File: config.mk
export PLATFORM = sky130hd
export DESIGN_NAME = serial_pattern_detector
export DESIGN_NICKNAME = d
export VERILOG_FILES = /design/src/rtl/serial_pattern_detector.sv
export SDC_FILE = /design/constraint.sdc
export NUM_CORES = 1
export LEC_CHECK = 0
export CAP_MARGIN = 15
export CORE_MARGIN = 1
export CORE_UTILIZATION = 55
export CTS_BUF_LIST = sky130_fd_sc_hd__clkbuf_8
export DETAILED_ROUTE_END_ITERATION = 8
export DONT_BUFFER_PORTS = 1
export PLACE_DENSITY = 0.7
export SETUP_SLACK_MARGIN = 0.3
export SLEW_MARGIN = 10
export SYNTH_ARGS = -nofsm -noshare
export SYNTH_HDL_FRONTEND = slang
export SYNTH_SLANG_ARGS = --single-unit
File: constraint.sdc
create_clock -name clk -period 2.1 [get_ports clk]
set_clock_uncertainty 0.05 [all_clocks]
set_input_delay 0.105 -clock clk [delete_from_list [all_inputs] [get_ports clk]]
set_output_delay 0.105 -clock clk [all_outputs]
set_load 0.02 [all_outputs]
File: src/rtl/serial_pattern_detector.sv
// rtl/serial_pattern_detector.sv - serial bit-stream pattern detector with saturating match counter
// Samples one bit per enabled edge and pulses a registered flag when the last WIDTH bits equal PATTERN.
module serial_pattern_detector #(
  parameter int unsigned      WIDTH     = 4,
  parameter logic [WIDTH-1:0] PATTERN   = 4'b1011,
  parameter bit               OVERLAP   = 1'b1,
  parameter int unsigned      CNT_WIDTH = 8
) (
  input  logic                 clk,
  input  logic                 reset,
  input  logic                 en,
  input  logic                 in,
  input  logic                 clear,
  output logic                 out,
  output logic [CNT_WIDTH-1:0] match_count,
  output logic [WIDTH-1:0]     history
);

  localparam int unsigned FW = $clog2(WIDTH + 1);

  typedef enum logic {FILLING = 1'b0, ARMED = 1'b1} state_t;

  state_t               state, state_n;
  logic [FW-1:0]        fill, fill_n;
  logic [WIDTH-1:0]     history_n;
  logic [WIDTH-1:0]     shifted;
  logic [CNT_WIDTH-1:0] count_n;
  logic                 out_n;
  logic                 hit;

  assign shifted = {history[WIDTH-2:0], in};
  // The sample that completes the fill is the first one allowed to match.
  assign hit = en && !clear && (state == ARMED || fill == FW'(WIDTH - 1)) && (shifted == PATTERN);

  always_ff @(posedge clk or posedge reset) begin
    if (reset) begin
      state       <= FILLING;
      fill        <= '0;
      history     <= '0;
      match_count <= '0;
      out         <= 1'b0;
    end else begin
      state       <= state_n;
      fill        <= fill_n;
      history     <= history_n;
      match_count <= count_n;
      out         <= out_n;
    end
  end

  always_comb begin
    state_n   = state;
    fill_n    = fill;
    history_n = history;
    if (clear) begin
      state_n   = FILLING;
      fill_n    = '0;
      history_n = '0;
    end else if (en) begin
      history_n = shifted;
      if (state == FILLING) begin
        fill_n = fill + FW'(1);
        if (fill_n == FW'(WIDTH)) state_n = ARMED;
      end
      // Non-overlapping mode discards the matched bits and starts a fresh fill.
      if (hit && !OVERLAP) begin
        state_n   = FILLING;
        fill_n    = '0;
        history_n = '0;
      end
    end
  end

  always_comb begin
    out_n   = 1'b0;
    count_n = match_count;
    if (clear) begin
      count_n = '0;
    end else if (hit) begin
      out_n = 1'b1;
      if (match_count != {CNT_WIDTH{1'b1}}) count_n = match_count + CNT_WIDTH'(1);
    end
  end

endmodule

==> results of run 1 <==
==> state kept, by name, summed over array words and instances (netlist names) <==
| signal | count |
|---|---|
| fill | 3 |
| history | 4 |
| match_count | 8 |
| state | 1 |
| out | 1 |
==> power by group through the flow <==
stage	clock network [W]	registers [W]	logic, W
after floorplan	0	0.000347	0.0000311
after global placement	0	0.000348	0.0000277
after detailed placement	0	0.000349	0.0000287
after CTS	0.000248	0.000342	0.0000401
after global routing	0.000256	0.000343	0.0000518
final	0.000245	0.000343	0.0000464
==> cell usage in the layout, fill, tap and decap left out, types with 2 or more instances in the layout <==
cell and count:
clkbuf_8 3, buf_4 10, nand3b_1 4, dlygate4sd3_1 4, a21o_1 3, o21ai_0 4, inv_1 5, xnor2_1 2
nand3_1 4, dfrtp_1 17, ha_1 3, nor2_1 11, nor4_1 2, mux2i_1 8
==> per-layer routing <==
metal  vias up  global-route usage [%]  share of wire [%]
met4         0                    9.38                1.4
met1       327                    27.7                 46
met2        19                    34.5                 49
li1        324                       -                  -
met3         5                    5.17                3.3
met5         -                       0                  0
==> kinds of logic after synthesis <==
family / Yosys count / share of synthesized area, %
buffers and inverters: 8 / 5.66
adder cells (fa/ha/maj): 4 / 5.53
AO/OA/AOI/OAI: 13 / 10.9
flip-flops: 17 / 47.0
multiplexers: 8 / 8.84
AND/OR/NAND/NOR: 30 / 19.2
XOR/XNOR: 3 / 2.90
==> how the worst max path moves through the flow <==
| stage | startpoint | endpoint | slack, ns | cells after the start |
|---|---|---|---|---|
| final | fill[0] | match_count[7] | 0.32 | 7 |
| after global routing | fill[0] | match_count[2] | 0.29 | 7 |
| after CTS | fill[0] | match_count[7] | 0.35 | 6 |
| after detailed placement | match_count[4] | match_count[6] | 0.33 | 4 |
| after global placement | match_count[4] | match_count[7] | 0.38 | 4 |
| after floorplan | match_count[0] | match_count[6] | 0.44 | 6 |
==> stage by stage <==
| stage | setup slack (ns) | std cells | utilization, % |
|---|---|---|---|
| finish | 0.323 | 116 | 71.7 |
| detailed placement | 0.334 | 100 | 60.6 |
| global placement | 0.382 | 100 | 60.6 |
| floorplan | 0.438 | 83 | - |
| CTS | 0.349 | 111 | 67.7 |
| global route | 0.285 | 116 | 71.7 |
==> layout make-up <==
class                           count  area [um2]  share of cell area (%)
Clock buffer                        3        41.3                    3.78
Clock inverter                      1        5.00                   0.458
Inverter                            5        18.8                    1.72
Multi-Input combinational cell     58         435                    39.9
Sequential cell                    17         425                    38.9
Tap cell                           16        20.0                    1.83
Timing Repair Buffer               16         146                    13.4
==> what timing repair did <==
item	in CTS	in global routing
gates resized for setup	0	5
buffers inserted	3	5
hold buffers	4	0
gates cloned	0	0
pin swaps	1	3
endpoints found under the setup margin	1	4
hold endpoints to repair	30	0
==> summary.md, run 1 <==
| Metric | Value |
|---|---|
| Core area | `~0.0015 mm2` |
| DRT antenna net count | `0` |
| List of most frequent post-synthesis cells | `dfrtp_1, nor2_1, mux2i_1, inv_1` |
| Clock slew at reported path FFs | `roughly 0.07 ns` |
| Syn Nets | `92` |
| Final WL | `1840 um` |
| Sequential area share after synthesis | `47.0%` |
| H-tree depth | `1` |
| Row cnt | `14` |
| Largest net degree at the start of global routing | `18` |
| Clk Latency, worst-skew pair | `between 0.2 and 0.3 ns` |
| Die X | `about 43 um` |
| Via density | `5.82` |
| Drt pass-1 iters | `4` |
| I/O pin count | `18` |
| Hold Crit Depth | `2` |
| Total clock buffers created by CTS | `3` |
| Final net count | `110` |
| CP peak stage delay | `0.42 ns` |
| Max Fclk | `563 MHz` |
| FF-to-FF setup slack | `0.32 ns` |
| Hold Path End | `match_count[3]` |
| Mapped Cells | `83` |
| Fin. Hold Viols | `0` |
| IO buf count | `0` |
| Post-synth ARST share | `100%` |
| Worst R2R Path Depth | `7` |
| Setup crit start kind | `register` |
| Vias after detailed routing | `675` |
| Die Height | `42.6 um` |
| Setup TNS Final | `0 ns` |
| Mapped Area | `906 um2` |
| Slew Viols, Final | `0` |
| Unrepaired setup endpoints after global routing | `true` |
| Status | `complete, no violations` |
| Filler cells | `roughly 120` |
| 1st-iter DRT viols | `11` |
| FF-to-FF Start | `fill[0]` |
| Reg2reg end | `match_count[7]` |
| Ant diodes | `0` |
| Layout cells sized above 1 | `around 23%` |
| CP Capture Type | `register` |
| CTS tree | `done` |
| Largest cells by area after synthesis | `dfrtp_1, mux2i_1, ha_1` |
| Synth Register Bits | `17` |
| Clock Sinks | `17` |
| Yosys cell types | `29` |
| Cell Int Power | `0.000487 W` |
| Number of synthesized flops with an enable pin | `0` |
| CTS root buf | `clkbuf_8` |
| Switch share | `23.1%` |
| Synth Flop Type | `dfrtp_1` |
| Worst hold margin | `a little under 0.06 ns` |
| Critical Path RT | `2.25 ns` |
| Fin crit period | `1.78 ns` |
| Antenna violations before repair | `0` |
| Post-Place Cell Area | `roughly 900 um2` |
| Routability cong. | `0.729` |
| PwrDens | `580 mW/mm2` |
| VDD IR max | `0.000454 V` |
| Peak fanout along the critical path | `5` |
| CP arrival | `1.92 ns` |
| Starting Density | `59.4%` |
| Hold path start | `clear` |
| Setup violation total in the final timing report | `0` |
| Sequence of cells on the critical path | `ha_2, ha_1, o211a_1, o211ai_4, buf_12, mux2i_1, a21o_1` |
| CTS Buffer Depth | `2` |
| Average size of a mapped cell | `10.9 um2` |
| Lkg Pwr | `0.572 nW` |
| Switching power total | `0.000146 W` |
| Drt drc | `0` |
| Max capacitance violation total | `0` |
| Ys Warns | `0` |
| Die area | `0.00181 mm2` |
| Vias in the first global route | `approximately 640` |
| Leading area contributor after synthesis | `dfrtp_1` |
| Slowest CP cell | `dfrtp_1` |
| First-pass GRT wire length | `between 2000 and 3000 um` |
| Bufs and invs on worst path | `1` |
| Global route total overflow | `0` |
| Share of Yosys cell area claimed by the top area cell type | `47.0%` |
| Hold crit path type | `primary input to register` |
| Count leader, synth | `dfrtp_1` |
| Detail Placement HPWL | `1100 um` |
| Final period util | `a little over four fifths` |
| Comb power frac | `7.3%` |
| CP delay by family, top | `compound AO/OA/AOI/OAI gates` |
| Share of power burned in registers | `54.0%` |
| Max transition margin | `57.5%` |
| Kind of critical path | `register to register` |
| Actual slew at the worst max-slew pin | `0.637 ns` |
| Drt wl/cell | `15.8 um` |
| Clk pwr share | `38.6%` |
| GRT Util Overall | `a little over a fifth` |
| Syn-to-layout area delta | `20.6%` |
| Pwr Total | `0.000634 W` |
| Post-route design area | `approximately 0.0011 mm2` |
Note: power is estimated with default switching activity, not from simulation.
==> inputs of run 2 (changes only) <==
--- a/config.mk
+++ b/config.mk
@@ -11,7 +11,7 @@
 export CTS_BUF_LIST = sky130_fd_sc_hd__clkbuf_8
 export DETAILED_ROUTE_END_ITERATION = 8
 export DONT_BUFFER_PORTS = 1
-export PLACE_DENSITY = 0.7
+export PLACE_DENSITY = 0.73
 export SETUP_SLACK_MARGIN = 0.3
 export SLEW_MARGIN = 10
 export SYNTH_ARGS = -nofsm -noshare
==> constraint.sdc (replaced) <==
create_clock -name clk -period 1.5 [get_ports clk]
set_clock_uncertainty 0.05 [all_clocks]
set_input_delay 0.075 -clock clk [delete_from_list [all_inputs] [get_ports clk]]
set_output_delay 0.075 -clock clk [all_outputs]
set_load 0.02 [all_outputs]
==> summary.md, run 2 (synthesis gave the netlist of run 1 again) <==
| Metric | Value |
|---|---|
| Hold crit path type | `primary input to register` |
| GRT Util Overall | `between 20 and 25%` |
| Core area | `0.00152 mm2` |
| PwrDens | `~750 mW/mm2` |
| VDD IR max | `slightly below 0.0009 V` |
| Slowest CP cell | `dfrtp_1` |
| Setup violation total in the final timing report | `8` |
| Setup slack after layout | `-0.156 ns` |
| Post-Place Cell Area | `0.00103 mm2` |
| Row cnt | `14` |
| DRT antenna net count | `0` |
| First-pass GRT wire length | `3280 um` |
| Vias after detailed routing | `approximately 740` |
| IO buf count | `0` |
| Worst R2R Path Depth | `6` |
| Detail Placement HPWL | `1240 um` |
| Reg with most FFs | `match_count` |
| Clk Latency, worst-skew pair | `0.25 ns` |
| Vias in the first global route | `737` |
| Antenna violations before repair | `0` |
| CP Capture Type | `register` |
| Hold path start | `clear` |
| H-tree depth | `1` |
| CTS tree | `done` |
| Unrepaired setup endpoints after global routing | `true` |
| I/O pin count | `18` |
| Fin. Hold Viols | `0` |
| Total clock buffers created by CTS | `3` |
| Max transition margin | `58.1%` |
| Starting Density | `59.4%` |
| Violated checks | `setup timing` |
| 1st-iter DRT viols | `16` |
| Number of cells on the critical path | `6` |
| Syn-to-layout area delta | `34.4%` |
| Largest register FFs | `8` |
| Kind of critical path | `register to register` |
| Lkg Pwr | `around 0.6 nW` |
| Most common cell after layout, fill and taps aside | `buf_4` |
| Max Fclk | `604 MHz` |
| Final period util | `110%` |
| Actual slew at the worst max-slew pin | `between 0.6 and 0.7 ns` |
| Top Registers | `match_count x8, history x4, fill x3` |
| CP delay by family, top | `compound AO/OA/AOI/OAI gates` |
| Setup crit start kind | `register` |
| Status | `finished, violations left` |
| Largest net degree at the start of global routing | `18` |
| CTS Buffer Depth | `2` |
| FF-to-FF setup slack | `-0.16 ns` |
| Via density | `5.85` |
| Fin crit period | `1.66 ns` |
| Reg2reg end | `match_count[3]` |
| Post-route design area | `0.00122 mm2` |
| Final net count | `120` |
| Die Height | `around 43 um` |
| Place WS | `-0.138 ns` |
| Ant diodes | `0` |
| Routability cong. | `0.822` |
| Drt drc | `0` |
| Sequence of cells on the critical path | `ha_2, ha_2, o211a_4, o211ai_4, mux2i_1, a21o_1` |
| Hold Path End | `match_count[6]` |
| Max capacitance violation total | `0` |
| Clock Sinks | `17` |
| Final WL | `2060 um` |
| Clock slew at reported path FFs | `approximately 0.070 ns` |
| Slew Viols, Final | `0` |
| CTS root buf | `clkbuf_8` |
| Die area | `0.00181 mm2` |
| Layout cells sized above 1 | `38.2%` |
| FF-to-FF Start | `fill[1]` |
| Setup TNS Final | `-0.806 ns` |
| Peak fanout along the critical path | `5` |
| Drt wl/cell | `16.4 um` |
| Drt pass-1 iters | `4` |
| Critical Path RT | `between 1.5 and 2 ns` |
| Die X | `42.6 um` |
| Pwr Total | `0.000913 W` |
| Cell mode on critical path | `ha_2` |
| CP arrival | `around 1.8 ns` |
| Bufs and invs on worst path | `0` |
| CP peak stage delay | `0.40 ns` |
| Worst hold margin | `0.00817 ns` |
| Global route total overflow | `0` |
| Most frequent cells in the layout | `buf_4, dfrtp_1, nor2_1` |
| Hold Crit Depth | `2` |
==> run 2: report_power, final <==
| group | total [W] | switching, W | leakage [nW] | internal [W] |
|---|---|---|---|---|
| Clock | 0.000337 | 0.000153 | 0.0255 | 0.000184 |
| Combinational | 0.000103 | 0.0000492 | 0.351 | 0.0000537 |
| Sequential | 0.000473 | 0.00000593 | 0.232 | 0.000467 |
| Total | 0.000913 | 0.000208 | 0.608 | 0.000705 |
==> run 2: stage by stage <==
step                util (%)  cells
global route            79.9    126
global placement        67.9    113
finish                  79.9    126
detailed placement      67.9    113
CTS                     77.0    123
floorplan                  -     83
==> run 2: per-layer routing <==
layer | vias to the layer above | share of wire (%) | GRT usage (%)
met4 | 0 | 2.0 | 14.4
met5 | - | 0 | 0
met3 | 6 | 2.9 | 6.03
met1 | 366 | 44 | 28.6
met2 | 17 | 51 | 41.8
li1 | 348 | - | -
==> run 2: worst max path at each step <==
stage | from | to | slack [ns]
after global placement | fill[0] | match_count[2] | -0.09
final | fill[1] | match_count[3] | -0.16
after detailed placement | fill[1] | match_count[2] | -0.14
after CTS | fill[1] | match_count[7] | -0.1
after floorplan | fill[0] | match_count[6] | -0.12
after global routing | fill[1] | match_count[7] | -0.21
==> run 2: what timing repair did <==
action	4_1_cts	5_1_grt
endpoints found under the setup margin	11	13
buffers inserted	1	3
hold endpoints to repair	30	0
gates resized for setup	6	9
gates cloned	1	0
pin swaps	6	2
hold buffers	4	0
==> run 2: final cells by class <==
class,instances,area [um2]
Tap cell,16,20.0
Timing Repair Buffer,25,213
Clock buffer,3,41.3
Clock inverter,1,5.00
Inverter,5,18.8
Fill cell,100,307
Multi-Input combinational cell,59,492
Sequential cell,17,428
==> run 2: worst register-to-register path: cells and delay by family (launching register included) <==
family / cells / cell delay (ns)
multiplexers: 1 / 0.25
AO/OA/AOI/OAI: 3 / 0.54
adder cells (fa/ha/maj): 2 / 0.36
flip-flops: 1 / 0.40
